File: config.mk
export PLATFORM = sky130hd
export DESIGN_NAME = fft_peak_finder_flat
export DESIGN_NICKNAME = d
export VERILOG_FILES = /design/src/rtl/fft_peak_finder_if.sv /design/src/rtl/fft_peak_finder.sv /design/src/flat_wrapper.sv
export SDC_FILE = /design/constraint.sdc
export NUM_CORES = 1
export LEC_CHECK = 0
export CORE_ASPECT_RATIO = 1.2
export CORE_UTILIZATION = 57
export DETAILED_ROUTE_END_ITERATION = 16
export DONT_BUFFER_PORTS = 1
export PLACE_DENSITY_LB_ADDON = 0.2
export SKIP_LAST_GASP = 1
export SYNTH_ARGS = -nofsm -noshare
export SYNTH_HDL_FRONTEND = slang
export SYNTH_SLANG_ARGS = --single-unit
File: constraint.sdc
create_clock -name clk -period 2.6 [get_ports clk]
set_input_delay 0.65 -clock clk [delete_from_list [all_inputs] [get_ports clk]]
set_output_delay 0.65 -clock clk [all_outputs]
set_load 0.05 [all_outputs]
File: src/rtl/fft_peak_finder_if.sv
`default_nettype none
// ============================================================================
// fft_peak_finder_if : magnitude stream bundle (amp, sop, valid, eop)
// Rev 1.0
// ============================================================================
interface fft_peak_finder_if #(
  parameter int WIDTH = 16
) ();
  logic [WIDTH-1:0] amp_in;
  logic             amp_sop;
  logic             amp_valid;
  logic             amp_eop;

  modport master (output amp_in, output amp_sop, output amp_valid, output amp_eop);
  modport slave  (input  amp_in, input  amp_sop, input  amp_valid, input  amp_eop);
endinterface
`default_nettype wire

File: src/rtl/fft_peak_finder.sv
`default_nettype none
// ============================================================================
// fft_peak_finder : per-frame peak bin / magnitude / sum over positive half
// Rev 1.0
// ============================================================================
module fft_peak_finder #(
  parameter int WIDTH     = 16,
  parameter int NPOINT    = 1024,
  parameter int IDX_W     = 10,
  parameter int SKIP_BINS = 2
) (
  input  wire logic                   clk,
  input  wire logic                   rst_n,
  fft_peak_finder_if.slave            s_if,
  output logic [IDX_W-1:0]            peak_idx,
  output logic [WIDTH-1:0]            peak_amp,
  output logic [WIDTH+IDX_W-1:0]      amp_sum,
  output logic                        frame_done,
  output logic                        frame_err,
  output logic                        busy
);
  localparam int SUM_W = WIDTH + IDX_W;

  localparam logic [1:0] S_IDLE    = 2'd0;
  localparam logic [1:0] S_COLLECT = 2'd1;
  localparam logic [1:0] S_REPORT  = 2'd2;

  localparam logic [IDX_W-1:0] LAST_BIN = IDX_W'(NPOINT - 1);
  localparam logic [IDX_W-1:0] LO_BIN   = IDX_W'(SKIP_BINS);
  localparam logic [IDX_W-1:0] HI_BIN   = IDX_W'(NPOINT / 2 - 1);

  logic [1:0]       state_q, state_d;
  logic [IDX_W-1:0] bin_q, bin_d;
  logic [WIDTH-1:0] max_q, max_d;
  logic [IDX_W-1:0] idx_q, idx_d;
  logic [SUM_W-1:0] sum_q, sum_d;
  logic [WIDTH-1:0] snap_max_q, snap_max_d;
  logic [IDX_W-1:0] snap_idx_q, snap_idx_d;
  logic [SUM_W-1:0] snap_sum_q, snap_sum_d;
  logic [IDX_W-1:0] peak_idx_q, peak_idx_d;
  logic [WIDTH-1:0] peak_amp_q, peak_amp_d;
  logic [SUM_W-1:0] amp_sum_q, amp_sum_d;
  logic             done_q, done_d;
  logic             err_q, err_d;

  logic             w_beat, w_start, w_in_range, w_gt;
  logic [IDX_W-1:0] w_k, w_base_idx, w_upd_idx;
  logic [WIDTH-1:0] w_base_max, w_upd_max;
  logic [SUM_W-1:0] w_base_sum, w_upd_sum;

  // A sop beat restarts at bin 0 with cleared working values, so the
  // same bin update path serves both frame start and continuation.
  always_comb begin
    w_beat     = s_if.amp_valid;
    w_start    = s_if.amp_valid && s_if.amp_sop;
    w_k        = w_start ? '0 : bin_q;
    w_base_max = w_start ? '0 : max_q;
    w_base_idx = w_start ? '0 : idx_q;
    w_base_sum = w_start ? '0 : sum_q;
    w_in_range = (w_k >= LO_BIN) && (w_k <= HI_BIN);
    w_gt       = w_in_range && (s_if.amp_in > w_base_max);
    w_upd_max  = w_gt ? s_if.amp_in : w_base_max;
    w_upd_idx  = w_gt ? w_k : w_base_idx;
    w_upd_sum  = w_in_range ? (w_base_sum + SUM_W'(s_if.amp_in)) : w_base_sum;
  end

  always_comb begin
    state_d    = state_q;
    bin_d      = bin_q;
    max_d      = max_q;
    idx_d      = idx_q;
    sum_d      = sum_q;
    snap_max_d = snap_max_q;
    snap_idx_d = snap_idx_q;
    snap_sum_d = snap_sum_q;
    peak_idx_d = peak_idx_q;
    peak_amp_d = peak_amp_q;
    amp_sum_d  = amp_sum_q;
    done_d     = 1'b0;
    err_d      = 1'b0;
    case (state_q)
      S_IDLE: begin
        if (w_start) begin
          max_d   = w_upd_max;
          idx_d   = w_upd_idx;
          sum_d   = w_upd_sum;
          bin_d   = IDX_W'(1);
          state_d = S_COLLECT;
        end
      end
      S_COLLECT: begin
        if (w_start) begin
          err_d = 1'b1;
          max_d = w_upd_max;
          idx_d = w_upd_idx;
          sum_d = w_upd_sum;
          bin_d = IDX_W'(1);
        end else if (w_beat) begin
          if (s_if.amp_eop && (bin_q == LAST_BIN)) begin
            snap_max_d = w_upd_max;
            snap_idx_d = w_upd_idx;
            snap_sum_d = w_upd_sum;
            state_d    = S_REPORT;
          end else if (s_if.amp_eop || (bin_q == LAST_BIN)) begin
            err_d   = 1'b1;
            state_d = S_IDLE;
          end else begin
            max_d = w_upd_max;
            idx_d = w_upd_idx;
            sum_d = w_upd_sum;
            bin_d = bin_q + IDX_W'(1);
          end
        end
      end
      S_REPORT: begin
        done_d     = 1'b1;
        peak_idx_d = snap_idx_q;
        peak_amp_d = snap_max_q;
        amp_sum_d  = snap_sum_q;
        state_d    = S_IDLE;
        if (w_start) begin
          max_d   = w_upd_max;
          idx_d   = w_upd_idx;
          sum_d   = w_upd_sum;
          bin_d   = IDX_W'(1);
          state_d = S_COLLECT;
        end
      end
      default: state_d = S_IDLE;
    endcase
  end

  always_ff @(posedge clk or negedge rst_n) begin
    if (!rst_n) begin
      state_q    <= S_IDLE;
      bin_q      <= '0;
      max_q      <= '0;
      idx_q      <= '0;
      sum_q      <= '0;
      snap_max_q <= '0;
      snap_idx_q <= '0;
      snap_sum_q <= '0;
      peak_idx_q <= '0;
      peak_amp_q <= '0;
      amp_sum_q  <= '0;
      done_q     <= 1'b0;
      err_q      <= 1'b0;
    end else begin
      state_q    <= state_d;
      bin_q      <= bin_d;
      max_q      <= max_d;
      idx_q      <= idx_d;
      sum_q      <= sum_d;
      snap_max_q <= snap_max_d;
      snap_idx_q <= snap_idx_d;
      snap_sum_q <= snap_sum_d;
      peak_idx_q <= peak_idx_d;
      peak_amp_q <= peak_amp_d;
      amp_sum_q  <= amp_sum_d;
      done_q     <= done_d;
      err_q      <= err_d;
    end
  end

  assign peak_idx   = peak_idx_q;
  assign peak_amp   = peak_amp_q;
  assign amp_sum    = amp_sum_q;
  assign frame_done = done_q;
  assign frame_err  = err_q;
  assign busy       = (state_q != S_IDLE);
endmodule
`default_nettype wire

File: src/flat_wrapper.sv
// flat-port wrapper written by rule: the top's interface ports become plain ports
module fft_peak_finder_flat 
#(
  parameter int WIDTH     = 16,
  parameter int NPOINT    = 1024,
  parameter int IDX_W     = 10,
  parameter int SKIP_BINS = 2
)
  (clk, rst_n, peak_idx, peak_amp, amp_sum, frame_done, frame_err, busy, s_if_amp_in, s_if_amp_sop, s_if_amp_valid, s_if_amp_eop);
  fft_peak_finder_if #(.WIDTH(WIDTH)) s_if_i ();
  input  wire logic clk;
  input  wire logic rst_n;
  output logic [IDX_W-1:0] peak_idx;
  output logic [WIDTH-1:0] peak_amp;
  output logic [WIDTH+IDX_W-1:0] amp_sum;
  output logic frame_done;
  output logic frame_err;
  output logic busy;
  input wire logic [$bits(s_if_i.amp_in)-1:0] s_if_amp_in;
  input wire logic [$bits(s_if_i.amp_sop)-1:0] s_if_amp_sop;
  input wire logic [$bits(s_if_i.amp_valid)-1:0] s_if_amp_valid;
  input wire logic [$bits(s_if_i.amp_eop)-1:0] s_if_amp_eop;
  assign s_if_i.amp_in = s_if_amp_in;
  assign s_if_i.amp_sop = s_if_amp_sop;
  assign s_if_i.amp_valid = s_if_amp_valid;
  assign s_if_i.amp_eop = s_if_amp_eop;
  fft_peak_finder #(.WIDTH(WIDTH), .NPOINT(NPOINT), .IDX_W(IDX_W), .SKIP_BINS(SKIP_BINS)) u_core (.clk(clk), .rst_n(rst_n), .s_if(s_if_i), .peak_idx(peak_idx), .peak_amp(peak_amp), .amp_sum(amp_sum), .frame_done(frame_done), .frame_err(frame_err), .busy(busy));
endmodule
; ---- Yosys cells after proc, flatten, opt, wreduce, memory -nomap -nowiden
; Index checks and enable logic that the tools add are counted.
[totals]
word_cells = 86
input_bits = 21
reg_bits = 170
[classes]
n_addsub = 2
bitwise = 1
eq_ne = 11
order_cmp = 3
n_mux = 44
reduce_logical = 12
[ops]
columns = operator, n
row1 = $mux 26, 7
row2 = $mux 10, 13
row3 = $mux 16, 7
row4 = $pmux 26 s2, 1
row5 = $pmux 10 s2, 2
row6 = $pmux 16 s2, 1
row7 = $add 26x16->26, 1
row8 = $gt 16x16->1, 1
row9 = $add 10x1->10 const B, 1
row10 = $eq 10x10->1 const B, 1
row11 = $ge 10x2->1 const B, 1
row12 = $le 10x9->1 const B, 1
row13 = $mux 2, 5
row14 = $ne 3x2->1 const B, 3
row15 = $reduce_and 4->1, 2
row16 = $mux 1, 7
row17 = $pmux 2 s3, 1
row18 = $reduce_and 5->1, 1
row19 = $logic_and 1x1->1, 4
row20 = $ne 2x1->1 const B, 2
row21 = $ne 2x2->1 const B, 2
row22 = $reduce_bool 2->1, 2
row23 = $ne 3x1->1 const B, 1
row24 = $eq 2x1->1 const B, 1
row25 = 5 further kinds, 5

; ---- Depth between registers and ports, before layout
; Gate-level depths: netlist of run 1.
[depth]
ltp_word = 11
mapped_depth = 15
depth_no_buf = 13

; ---- Least setup slack after synthesis of run 1
; Ideal clock, no wire load.
[synth_timing]
path_kind = in2reg
start = input port s_if_amp_valid
end = register u_core.snap_max_q[13]
arrival_ps = 3257
n_path_buf = 5
path_stages = 15
slack_ps = -789
required_time_ps = 2468
cell_sequence = nand2_1 clkbuf_1 clkbuf_1 buf_1 nand2_1 ha_1 nor2b_1 o21a_1 o21a_1 o21a_1 o21ai_1 buf_4 buf_6 mux2i_1 o21ai_1
[synth_between]
elab_chain_cells = 6
elab_cells_between_ends = 11
cone_classes = order compare (3) / mux (3) / bitwise (1) / reduce/logical (4)
[synth_lines]
columns = item, line_no
row1 = from (decl), flat_wrapper.sv:21  ; input wire logic [$bits(s_if_i.amp_valid)-1:0] s_if_amp_valid;
row2 = branches (longest 6 deep; another with $gt 16x16->1), n/a
row3 = to (signal assigned), fft_peak_finder.sv:154  ; snap_max_q <= snap_max_d;
row4 = to (decl), fft_peak_finder.sv:37  ; logic [WIDTH-1:0] snap_max_q, snap_max_d;
; Several ways; the timed one is not identified.
; A chain may end at the register's enable or synchronous reset.

; ---- Worst setup path in the final report of run 1
[layout_timing]
start = register u_core.bin_q[0]
end = register u_core.idx_q[0]
[layout_between]
elab_chain_cells = 10
elab_cells_between_ends = 18
cone_classes = order compare (2) / eq/ne (3) / mux (8) / reduce/logical (5)
[layout_lines]
columns = item, line_no
row1 = from (decl), fft_peak_finder.sv:33  ; logic [IDX_W-1:0] bin_q, bin_d;
row2 = from (signal assigned), fft_peak_finder.sv:150  ; bin_q <= bin_d;
row3 = $mux 10, fft_peak_finder.sv:56  ; w_k = w_start ? '0 : bin_q;
row4 = $ge 10x2->1 or $le 10x9->1 (tied branches), fft_peak_finder.sv:60  ; w_in_range = (w_k >= LO_BIN) && (w_k <= HI_BIN);
row5 = $logic_and 1x1->1, fft_peak_finder.sv:60
row6 = $logic_and 1x1->1, fft_peak_finder.sv:61  ; w_gt = w_in_range && (s_if.amp_in > w_base_max);
row7 = $mux 10, fft_peak_finder.sv:63  ; w_upd_idx = w_gt ? w_k : w_base_idx;
row8 = $mux 10, fft_peak_finder.sv:104  ; end else if (s_if.amp_eop || (bin_q == LAST_BIN)) begin
row9 = $mux 10, fft_peak_finder.sv:99  ; if (s_if.amp_eop && (bin_q == LAST_BIN)) begin
row10 = $mux 10, fft_peak_finder.sv:98  ; end else if (w_beat) begin
row11 = $mux 10, fft_peak_finder.sv:92  ; if (w_start) begin
row12 = $pmux 10 s2, fft_peak_finder.sv:81  ; case (state_q)
row13 = to (signal assigned), fft_peak_finder.sv:152  ; idx_q <= idx_d;
row14 = to (decl), fft_peak_finder.sv:35  ; logic [IDX_W-1:0] idx_q, idx_d;
; Parallel ways exist; a longest one is shown, timed or not. The select of a mux whose other input is x is not followed.

==> results.py, run 1 <==
metrics = {
    "logic_synthesis": {
        "yosysWarnings": 0,
        "synth-edff-count": 0,
        "synth_fp_nets": 933,
        "ys_ff_latch": 170,
        "synth.avg_cell_area_sq_um": 10.0,
        "async_reset_ff_share_pct": 100,
        "netlist_instances": 876,
        "synth_area_sq_um": 8800,
        "synth-main-ff-cell": "dfrtp_1",
        "ys_seq_area_share_pct": 48.4,
        "ys_types": 69,
    },
    "setup_path": {
        "endpoint_kind": "register",
        "cp_num_buf_inv": 3,
        "critPathLaunchType": "register",
        "cp_max_fo": 6,
        "crit_path_top_delay_cell": "dfrtp_1",
        "cp_top_family": "simple AND/OR/NAND/NOR gates",
        "arrival_ns": 3.03,
        "cp.required_ns": 2.96,
        "cp_cell_sequence": "ha_2 -> and3_4 -> and3_4 -> nand3_4 -> ha_4 -> nor2b_4 -> and2_4 -> o211a_4 -> buf_6 -> o211ai_1 -> buf_6 -> buf_12 -> nand3_2 -> o21ai_1",
        "criticalPathCategory": "reg2reg",
        "slowest_delay_ns": 0.36,
    },
    "routing": {
        "top_layer": "met4",
        "drt_wl_total_um": 22800,
        "wl_met1_um": 9060,
        "wl_per_cell_um": 19.4,
        "met2_length_um": 11700,
        "dr_wl_met3_um": 1210,
        "via_per_inst": 6.07,
        "drt_pass1_iterations": 5,
        "dr.first_iter.drc_count": 515,
        "vias": 7125,
        "drc_errors": 0,
        "ant_nets": 0,
    },
    "global_routing": {
        "track_usage_pct": 28.4,
        "grt_pass1_vias": 7192,
        "grt_antenna_before_repair": 0,
        "grt-ovfl-total": 0,
        "grt_max_degree": 171,
        "grt_first_pass_wirelength_um": 35200,
    },
    "layout": {
        "syn2layout_area_growth_pct": 23.3,
        "finish.utilization_pct": 72.2,
        "drive_above_1_share_pct": 27.7,
        "antenna_cells": 0,
        "final_nets": 1014,
    },
    "timing": {
        "fin_skew_ns": 0.0111,
        "rsz0062_at_grt": "yes",
        "finalHoldViolCount": 170,
        "tns_ns": -0.731,
        "worstMarginPinSlew_ns": 0.601,
        "finalCriticalPeriod_ns": 2.67,
        "max_clock_freq_mhz": 374,
        "holdWs_ns": -0.0919,
        "setup_ws_ns": -0.0743,
        "setup_viol": 25,
        "slew_headroom_pct": 59.9,
        "post-route-period-util_pct": 103,
        "maxSlewViolCount": 0,
    },
    "clock_tree": {
        "cts_made_buffers": 17,
        "htreeDepth": 4,
        "cts_root_buf": "clkbuf_16",
        "cts.sinks": 170,
        "clk_pin_slew_ns": 0.07,
        "cts_tree": "built",
        "clk_latency_ns": 0.44,
        "cts_buffer_depth": 2,
    },
    "floorplanning": {
        "core_area_sq_um": 15000,
        "start_util_pct": 58.6,
        "design.die.area_sq_um": 15900,
        "die_h_um": 138,
        "die_x_um": 115,
        "ios": 76,
        "core.rowCount": 49,
    },
    "power": {
        "total_power_mw": 8.84,
        "vdd_drop_max_uv": 502,
        "power.leakage_nw": 5.21,
        "p_per_area_nw_per_um2": 816,
    },
    "run": {
        "drv_cap": 0,
    },
    "placed_design": {
        "io_buffers": 0,
        "dpl.hpwl_um": 14500,
        "post-place-ws_ns": -0.478,
        "gp_congestion": 0.940,
    },
    "status": {
        "outcome": "finished with violations",
        "violations": "hold timing, setup timing",
    },
    "hold_path": {
        "hold_class": "in2async",
    },
}
## through the flow
step,hold WS [ns],area [sq um],instances
floorplan,0.354,8940,876
global placement,0.360,9670,1120
detailed placement,0.358,9670,1120
CTS,-0.100,10400,1160
global route,-0.109,10800,1174
finish,-0.0919,10800,1174
## path summary, 6_finish.rpt
kind | to | slack (ns) | cells after the start | start
max | u_core.idx_q[0] | -0.07 | 14 | u_core.bin_q[0]
max in group asynchronous | u_core.idx_q[5] | 2.52 | 0 | rst_n
min reg2reg | u_core.idx_q[9] | 0.48 | 2 | u_core.idx_q[9]
min | u_core.peak_amp[7] | -0.09 | 0 | rst_n
max reg2reg | u_core.idx_q[0] | -0.07 | 14 | u_core.bin_q[0]
min in group clk | u_core.max_q[11] | 0.34 | 2 | s_if_amp_in[11]
## power breakdown
group          switching [mW]  internal (mW)
Combinational            1.73           1.54
Sequential              0.182           2.86
Clock                    1.11           1.42
## cell usage after synthesis, types with 2 or more instances
master      n  area (sq um)
a211oi_1    3          22.5
a21o_1     12          90.1
a21oi_1    29           145
a221o_1     2          20.0
a22o_1     14           123
a311oi_1    3          26.3
a31oi_1    13          81.3
and2_1     21           131
and3_1     10          62.6
and4_1      2          17.5
buf_1       9          33.8
buf_2       4          20.0
buf_6       3          33.8
clkbuf_1   33           124
dfrtp_1   170          4250
ha_1       35           438
inv_1      33           124
mux2_2     52           586
mux2i_1    31           310
nand2_1   108           405
nand2b_1    6          37.5
nand3_1    49           245
nand4_1    11          68.8
nor2_1     42           158
nor2b_1     5          31.3
nor3_1      7          35.0
nor4_1      3          18.8
nor4_2      2          25.0
o211ai_1    7          52.6
o21a_1      5          37.5
o21ai_0    53           265
o21ai_1    32           160
o221ai_1    2          17.5
o31ai_1    10          75.1
or3b_1      2          17.5
or4_1       2          15.0
xnor2_1    13           114
xor2_1      7          61.3
## timing repair
item / in CTS / in global routing
pin swaps: 4 / 18
resized for setup: 20 / 62
setup buffers: 5 / 9
gates cloned: 3 / 6
endpoints found under the hold margin: 170 / 170
endpoints found under the setup margin: 63 / 61
## layout make-up
class	instances	area, sq um
inverter	34	128
sequential	170	4250
clock buffer	20	467
timing repair buffer	112	1030
fill	1024	4180
tap	204	255
multi-input combinational	622	4580
clock inverter	12	126
## layer usage
metal  vias to the layer above  global-route usage (%)
met5                         -                       0
met4                         0                    12.6
met3                        61                    5.22
met2                       243                    48.6
met1                      3530                    34.6
li1                       3291                       -
## cells in the final DEF, fill, tap and decap left out, types with 12 or more instances in the layout
master and n:
dfrtp_1 170, nand2_1 107, buf_4 94, mux2_2 52, nor2_1 41, o21ai_1 39
o21ai_0 35, nand3_1 34, inv_1 32, mux2i_1 31, ha_1 29, a21oi_1 27
clkbuf_16 21, and2_1 19, a22o_1 14, xnor2_1 13, nand3_2 13, a21o_1 12
a31oi_1 12
## registers in the layout (all words and copies together), names as in the netlist
register / count
u_core.frame_done: 1
u_core.sum_q: 26
u_core.peak_idx: 10
u_core.state_q: 2
u_core.bin_q: 10
u_core.amp_sum: 26
u_core.idx_q: 10
u_core.peak_amp: 16
u_core.snap_idx_q: 10
u_core.frame_err: 1
u_core.max_q: 16
u_core.snap_max_q: 16
u_core.snap_sum_q: 26
## cells by family after synthesis
| kind of cell | count (synthesis) | share of synthesized area [%] |
|---|---|---|
| AOI/OAI and AO/OA | 204 | 15.1 |
| muxes | 83 | 10.2 |
| DFF | 170 | 48.4 |
| and+or+nand+nor | 279 | 15.2 |
| adders and majority gates | 36 | 5.21 |
| buffers and inverters | 84 | 3.94 |
| xor gates and xnor gates | 20 | 1.99 |
No activity file was read; power rests on OpenSTA's default activity.
==> inputs of run 2 (changes only) <==
- CORE_MARGIN: not set -> 3
- PLACE_DENSITY: not set -> 0.81
- PLACE_DENSITY_LB_ADDON: 0.2 -> not set
==> results.py, run 2 (synthesized netlist as in run 1, its figures left out) <==
metrics = {
    "setup_path": {
        "reg2reg_from": "u_core.bin_q[1]",
        "cpMostUsedCell": "and3_4",
        "cp_max_fo": 7,
        "endpoint_kind": "register",
        "rrSetupSlack_ns": -0.13,
        "arrival_ns": 3.09,
        "cp-endpoint": "u_core.idx_q[2]",
        "criticalPathCategory": "reg2reg",
        "critPathLaunchType": "register",
        "slowest_delay_ns": 0.37,
        "reg2reg_depth": 15,
        "cp.required_ns": 2.96,
        "cp_cell_sequence": "ha_2 -> and3_4 -> and3_4 -> nand3_4 -> inv_2 -> ha_4 -> nor2b_4 -> and2_4 -> o211a_4 -> buf_6 -> o211ai_1 -> buf_4 -> clkbuf_16 -> nand3_1 -> o21ai_1",
        "crit_path_top_delay_cell": "dfrtp_1",
        "crit_start": "u_core.bin_q[1]",
        "rr_endpoint": "u_core.idx_q[2]",
    },
    "floorplanning": {
        "ios": 76,
        "start_util_pct": 58.3,
        "core_area_sq_um": 15100,
        "die_h_um": 142,
        "design.die.area_sq_um": 17000,
        "die_x_um": 119,
        "core.rowCount": 49,
    },
    "layout": {
        "syn2layout_area_growth_pct": 24.1,
        "regArea_sq_um": 4250,
        "final_nets": 1025,
        "drive_above_1_share_pct": 27.7,
        "fin_cells": 1185,
        "final_cell_mix": "dfrtp_1 (170), nand2_1 (107), buf_4 (99)",
        "finish.utilization_pct": 72.4,
        "antenna_cells": 0,
        "nFillCells": 1022,
        "multi_input_area_sq_um": 4550,
        "final_common_cell": "dfrtp_1",
    },
    "status": {
        "violations": "hold timing, setup timing",
        "outcome": "finished with violations",
    },
    "power": {
        "vdd_drop_max_uv": 463,
        "p_per_area_nw_per_um2": 824,
        "total_power_mw": 9.00,
        "power.leakage_nw": 5.26,
    },
    "placed_design": {
        "io_buffers": 0,
        "dpl.cell_count": 1128,
        "dpl.hpwl_um": 14700,
        "gp_congestion": 0.901,
    },
    "global_routing": {
        "grt_pass1_vias": 7126,
        "grt_max_degree": 171,
        "grt-ovfl-total": 0,
        "grt_antenna_before_repair": 0,
        "grt_first_pass_wirelength_um": 35700,
        "track_usage_pct": 26.4,
    },
    "timing": {
        "holdWs_ns": -0.0935,
        "tns_ns": -1.56,
        "rsz0062_at_grt": "yes",
        "post-route-period-util_pct": 105,
        "setup_ws_ns": -0.126,
        "finalHoldViolCount": 93,
        "worstMarginPinSlew_ns": 0.590,
        "slew_headroom_pct": 60.6,
        "max_clock_freq_mhz": 367,
        "setup_viol": 27,
        "maxSlewViolCount": 0,
        "finalCriticalPeriod_ns": 2.73,
        "fin_skew_ns": 0.00764,
    },
    "clock_tree": {
        "cts_buffer_depth": 2,
        "cts_made_buffers": 17,
        "cts_root_buf": "clkbuf_16",
        "cts_tree": "built",
        "cts.sinks": 170,
        "clk_latency_ns": 0.44,
        "htreeDepth": 4,
        "clk_pin_slew_ns": 0.07,
    },
    "routing": {
        "drc_errors": 0,
        "dr.first_iter.drc_count": 629,
        "drt_wl_total_um": 23400,
        "met2_length_um": 11900,
        "wl_met1_um": 9410,
        "ant_nets": 0,
        "dr_wl_met3_um": 1410,
        "wl_per_cell_um": 19.7,
        "drt_pass1_iterations": 5,
        "via_per_inst": 6.12,
        "top_layer": "met4",
        "vias": 7253,
    },
    "run": {
        "drv_cap": 0,
    },
    "hold_path": {
        "hold_class": "in2async",
    },
}
[run 2: changes by cell type in the layout (fill, tap and decap cells not counted), sizes merged]
cell,previous run,this run
bufinv,1,2
buf,107,119
inv,40,37
bufbuf,1,0
clkinv,3,5
[run 2: area by class of cell]
type | count | share of cell area, %
tap | 204 | 2.34
multi-input combinational | 622 | 41.7
sequential | 170 | 39.0
clock buffer | 20 | 4.18
clock inverter | 12 | 1.27
inverter | 34 | 1.17
timing repair buffer | 123 | 10.3
[run 2: metrics by stage]
| stage | setup slack, ns | instance area [sq um] | hold slack (ns) |
|---|---|---|---|
| 4_1_cts | -0.0176 | 10500 | -0.107 |
| 2_1_floorplan | -0.455 | 8940 | 0.354 |
| 3_5_place_dp | -0.411 | 9740 | 0.359 |
| 5_1_grt | -0.158 | 10900 | -0.112 |
| 3_3_place_gp | -0.382 | 9740 | 0.358 |
| 6_report | -0.126 | 10900 | -0.0935 |
[run 2: layer usage]
layer  global-route usage, %  vias to the layer above
li1                        -                     3313
met1                    32.5                     3600
met2                    45.5                      279
met3                    6.40                       61
met4                    9.41                        0
met5                       0                        -
[run 2: power breakdown]
| part | switching, mW | internal [mW] |
|---|---|---|
| combinational | 1.76 | 1.60 |
| sequential | 0.182 | 2.86 |
| clock | 1.11 | 1.48 |
| total | 3.06 | 5.94 |
[run 2: worst min-delay path by stage]
stage	start	endpoint	slack [ns]	cells after the start
6_report	rst_n	u_core.peak_idx[7]	-0.09	0
3_3_place_gp	rst_n	u_core.peak_idx[5]	0.36	0
2_1_floorplan	rst_n	u_core.amp_sum[0]	0.35	0
4_1_cts	rst_n	u_core.frame_done	-0.11	0
3_5_place_dp	rst_n	u_core.snap_idx_q[7]	0.36	0
5_1_grt	rst_n	u_core.peak_idx[4]	-0.11	0
[run 2: timing repair]
| item | 4_1_cts | 5_1_grt |
|---|---|---|
| pin swaps | 8 | 21 |
| cloned | 1 | 5 |
| setup endpoints to repair | 70 | 97 |
| hold endpoints to repair | 170 | 170 |
| setup buffers | 11 | 8 |
| gates resized for setup | 15 | 72 |
[run 2: critical path: cells and delay by family (launching register included)]
kind	cells	cell delay, ns
flops	1	0.37
buf+inv	4	0.67
simple gates	6	0.80
compound gates	3	0.46
fa+ha+maj	2	0.34
==> inputs of run 3 (changes only) <==
- CELL_PAD_IN_SITES_DETAIL_PLACEMENT: not set -> 1
- CELL_PAD_IN_SITES_GLOBAL_PLACEMENT: not set -> 1
- CORE_UTILIZATION: 57 -> 45
- PLACE_DENSITY: 0.81 -> 0.82
- REMOVE_ABC_BUFFERS: not set -> 1
==> results.py, run 3 (synthesized netlist as in run 1, its figures left out) <==
metrics = {
    "layout": {
        "final_common_cell": "dfrtp_1",
        "drive_above_1_share_pct": 32.7,
        "fin_area_sq_um": 11400,
        "final_cell_mix": "dfrtp_1 (170), buf_4 (116), nand2_1 (101)",
        "multi_input_area_sq_um": 4770,
        "syn2layout_area_growth_pct": 29.2,
        "finish.utilization_pct": 59.9,
        "nFillCells": 2047,
        "final_nets": 1046,
        "regArea_sq_um": 4250,
        "antenna_cells": 0,
    },
    "timing": {
        "slew_headroom_pct": 61.6,
        "finalHoldViolCount": 170,
        "setup_ws_ns": -0.341,
        "post-route-period-util_pct": 113,
        "holdWs_ns": -0.0995,
        "rsz0062_at_grt": "yes",
        "worstMarginPinSlew_ns": 0.575,
        "setup_viol": 60,
        "finalCriticalPeriod_ns": 2.94,
        "fin_skew_ns": 0.0107,
        "maxSlewViolCount": 0,
        "max_clock_freq_mhz": 340,
    },
    "hold_path": {
        "hold_class": "in2async",
    },
    "placed_design": {
        "gp_congestion": 0.909,
        "io_buffers": 0,
        "post-place-ws_ns": -0.839,
        "dpl-instance-area_sq_um": 9800,
        "dpl.hpwl_um": 17500,
    },
    "routing": {
        "dr.first_iter.drc_count": 607,
        "vias": 7751,
        "drt_pass1_iterations": 7,
        "ant_nets": 0,
        "drc_errors": 0,
        "wl_per_cell_um": 25.3,
        "via_per_inst": 6.16,
        "drt_wl_total_um": 31800,
    },
    "clock_tree": {
        "cts_root_buf": "clkbuf_16",
        "clk_pin_slew_ns": 0.07,
        "htreeDepth": 4,
        "cts.sinks": 170,
        "cts_tree": "built",
        "clk_latency_ns": 0.44,
        "cts_buffer_depth": 2,
        "cts_made_buffers": 17,
    },
    "floorplanning": {
        "ios": 76,
        "design.die.area_sq_um": 21300,
        "core.rowCount": 55,
        "start_util_pct": 46.3,
        "die_h_um": 159,
        "die_x_um": 134,
        "core_area_sq_um": 19000,
    },
    "setup_path": {
        "cp-endpoint": "u_core.max_q[15]",
        "rrSetupSlack_ns": -0.34,
        "cp.required_ns": 2.97,
        "rr_endpoint": "u_core.max_q[15]",
        "criticalPathCategory": "reg2reg",
        "cp_max_fo": 8,
        "crit_start": "u_core.bin_q[0]",
        "critPathLaunchType": "register",
        "reg2reg_depth": 15,
        "arrival_ns": 3.31,
        "endpoint_kind": "register",
        "reg2reg_from": "u_core.bin_q[0]",
    },
    "power": {
        "p_per_area_nw_per_um2": 838,
        "power.leakage_nw": 5.39,
        "total_power_mw": 9.53,
        "vdd_drop_max_uv": 611,
    },
    "run": {
        "drv_cap": 0,
    },
    "global_routing": {
        "grt_first_pass_wirelength_um": 46300,
        "grt_pass1_vias": 8373,
        "grt_antenna_before_repair": 1,
        "grt-ovfl-total": 0,
        "track_usage_pct": 27.6,
        "grt_max_degree": 171,
    },
    "status": {
        "outcome": "finished with violations",
        "violations": "hold timing, setup timing",
    },
}
[run 3: what timing repair did]
action	in CTS	in global routing
buffers inserted	20	11
cloned	5	3
gates resized for setup	73	88
pin swaps	26	32
endpoints found under the setup margin	101	104
hold endpoints to repair	170	170
[run 3: routing by layer]
layer / vias up / track usage [%] / share of wire [%]
met5: - / 0 / 0.035
met4: 2 / 12.3 / 4.5
met3: 112 / 6.67 / 4.9
met2: 287 / 48.5 / 53
met1: 4005 / 31.8 / 38
li1: 3345 / - / -
[run 3: how the worst min path moves through the flow]
stage                from              endpoint  slack [ns]  cells after the start
floorplan           rst_n     u_core.amp_sum[0]        0.35                      0
global placement    rst_n    u_core.peak_idx[8]        0.36                      0
detailed placement  rst_n    u_core.peak_idx[4]        0.36                      0
CTS                 rst_n     u_core.frame_done       -0.11                      0
global route        rst_n  u_core.snap_idx_q[8]       -0.12                      0
finish              rst_n    u_core.peak_idx[8]        -0.1                      0
[run 3: power breakdown]
part	internal, mW	switching [mW]	leakage, nW
Combinational	1.79	2.07	2.77
Sequential	2.86	0.226	2.34
Clock	1.37	1.22	0.275
Total	6.02	3.51	5.39
[run 3: area by class of cell]
class / instances / share of cell area, %
Clock buffer: 19 / 3.90
Tap cell: 256 / 2.82
Timing Repair Buffer: 144 / 11.6
Sequential cell: 170 / 37.4
Inverter: 34 / 1.12
Multi-Input combinational cell: 622 / 41.9
Clock inverter: 13 / 1.21
[run 3: worst max-delay path: stages, from the launching register on]
cell and delay (ns):
dfrtp_1 0.40, ha_2 0.22, and3_4 0.20, and3_4 0.20, nand3_4 0.10, ha_4 0.18
nor2b_4 0.13, and2_4 0.17, o211a_4 0.25, buf_6 0.13, o211ai_1 0.14, buf_4 0.24
buf_12 0.14, buf_16 0.13, nand3_2 0.09, o21ai_1 0.12
[run 3: metrics by stage]
| step | setup TNS (ns) | cells |
|---|---|---|
| floorplan | -148.09 | 826 |
| global placement | -44.95 | 1194 |
| detailed placement | -56.18 | 1194 |
| CTS | -1.04 | 1250 |
| global route | -12.51 | 1258 |
| finish | -6.70 | 1258 |
==> edit: new RTL, config.mk and constraints of run 1 <==
`IDX_W` is set to 10 in 2 places; all go to 8.
--- a/src/rtl/fft_peak_finder.sv
+++ b/src/rtl/fft_peak_finder.sv
@@ -6,7 +6,7 @@
 module fft_peak_finder #(
   parameter int WIDTH     = 16,
   parameter int NPOINT    = 1024,
-  parameter int IDX_W     = 10,
+  parameter int IDX_W     = 8,
   parameter int SKIP_BINS = 2
 ) (
   input  wire logic                   clk,
--- a/src/flat_wrapper.sv
+++ b/src/flat_wrapper.sv
@@ -3,7 +3,7 @@
 #(
   parameter int WIDTH     = 16,
   parameter int NPOINT    = 1024,
-  parameter int IDX_W     = 10,
+  parameter int IDX_W     = 8,
   parameter int SKIP_BINS = 2
 )
   (clk, rst_n, peak_idx, peak_amp, amp_sum, frame_done, frame_err, busy, s_if_amp_in, s_if_amp_sop, s_if_amp_valid, s_if_amp_eop);
Interface: changed (resized amp_sum and peak_idx); port bits go from 76 to 72. No check against the original RTL was run, so the function may have changed too.
==> edit against run 1 <==
The run ends with negative hold slack left. Cell count decreased by 12%. Clock power decreased by 10%. Sequential cell count decreased by 14. Maximum frequency increased by 3.3%. Final area decreased by 9.3%. Wire length decreased by 12%. Synthesized area decreased by 10%. Global-route usage increased by 0.82 points. Total power decreased by 7.9%. Worst setup slack improved by 0.086 ns. Non-clock buffer count decreased by 1. Largest cell class unchanged.
==> edit: results (changes against run 1) <==
metric,value,unit,change
clock buf count,19,,-5.0%
WL met2,10470,um,-10%
dpl cells,984,,-12%
Plain + repair buffers,111,,-0.89%
status,"finished, violations left",,
"Min Clock Period, post-route",2.588,ns,-0.08620 ns
postcts setup bufs,1,,-4
met3 global-route usage,5.556,%,+0.34 points
reg2reg setup slack,0.01,ns,+0.09 ns
Seq area share,39.69,%,+0.46 points
comb_multi_in,555,,-11%
clk_skew,0.01166,ns,+0.0005663 ns
multi-input logic area,4168,um2,-9.0%
CP Max Fanout,8,,+2
met3 routed WL,933,um,-23%
Fin. Hold Viols,156,,-8.2%
Min Hold Slack,-0.08292,ns,+0.008933 ns
failing checks,negative hold slack,,
M2 GR Usage,50.65,%,+2.1 points
width of the die,109.4,um,-5.2%
CP arrival,2.91,ns,-0.12 ns
RR Endpoint,u_core.snap_idx_q[5],,
DPL Wire Length,13430,um,-7.4%
CP Launch Point,u_core.max_q[8],,
Area after DPL,8874,um2,-8.2%
NetSw,2.632,mW,-13%
Synthesized Nets,820,,-12%
Global Route met1 Usage,35.33,%,+0.73 points
Clock-cell share,5.394,%,-0.076 points
## edit: cell types whose count changed after synthesis, moves of 9 or more
cell,delta
a22o_1,+19
o21ai_1,-23
nand2_1,+9
inv_1,-19
a31oi_1,-10
a21oi_1,+12
nand3_1,-38
dfrtp_1,-14
mux2i_1,-14
## edit: power by group through the flow
stage	clock network (mW)	logic (mW)	registers, mW
floorplan	0	1.73	2.88
global placement	0	2.54	2.92
detailed placement	0	2.63	2.92
CTS	2.29	2.70	2.89
global route	2.38	3.27	2.93
finish	2.27	2.97	2.91
## edit: logic make-up (layout without fill, tap and decap cells)
family	Yosys count	in the layout	synth area share [%]
AO/OA/AOI/OAI	197	197	16.66
XOR/XNOR	22	22	2.443
adder cells (fa/ha/maj)	36	36	5.807
buffers and inverters	57	155	3.268
flip-flops	156	156	49.50
multiplexers	67	67	9.297
AND/OR/NAND/NOR	228	233	13.03
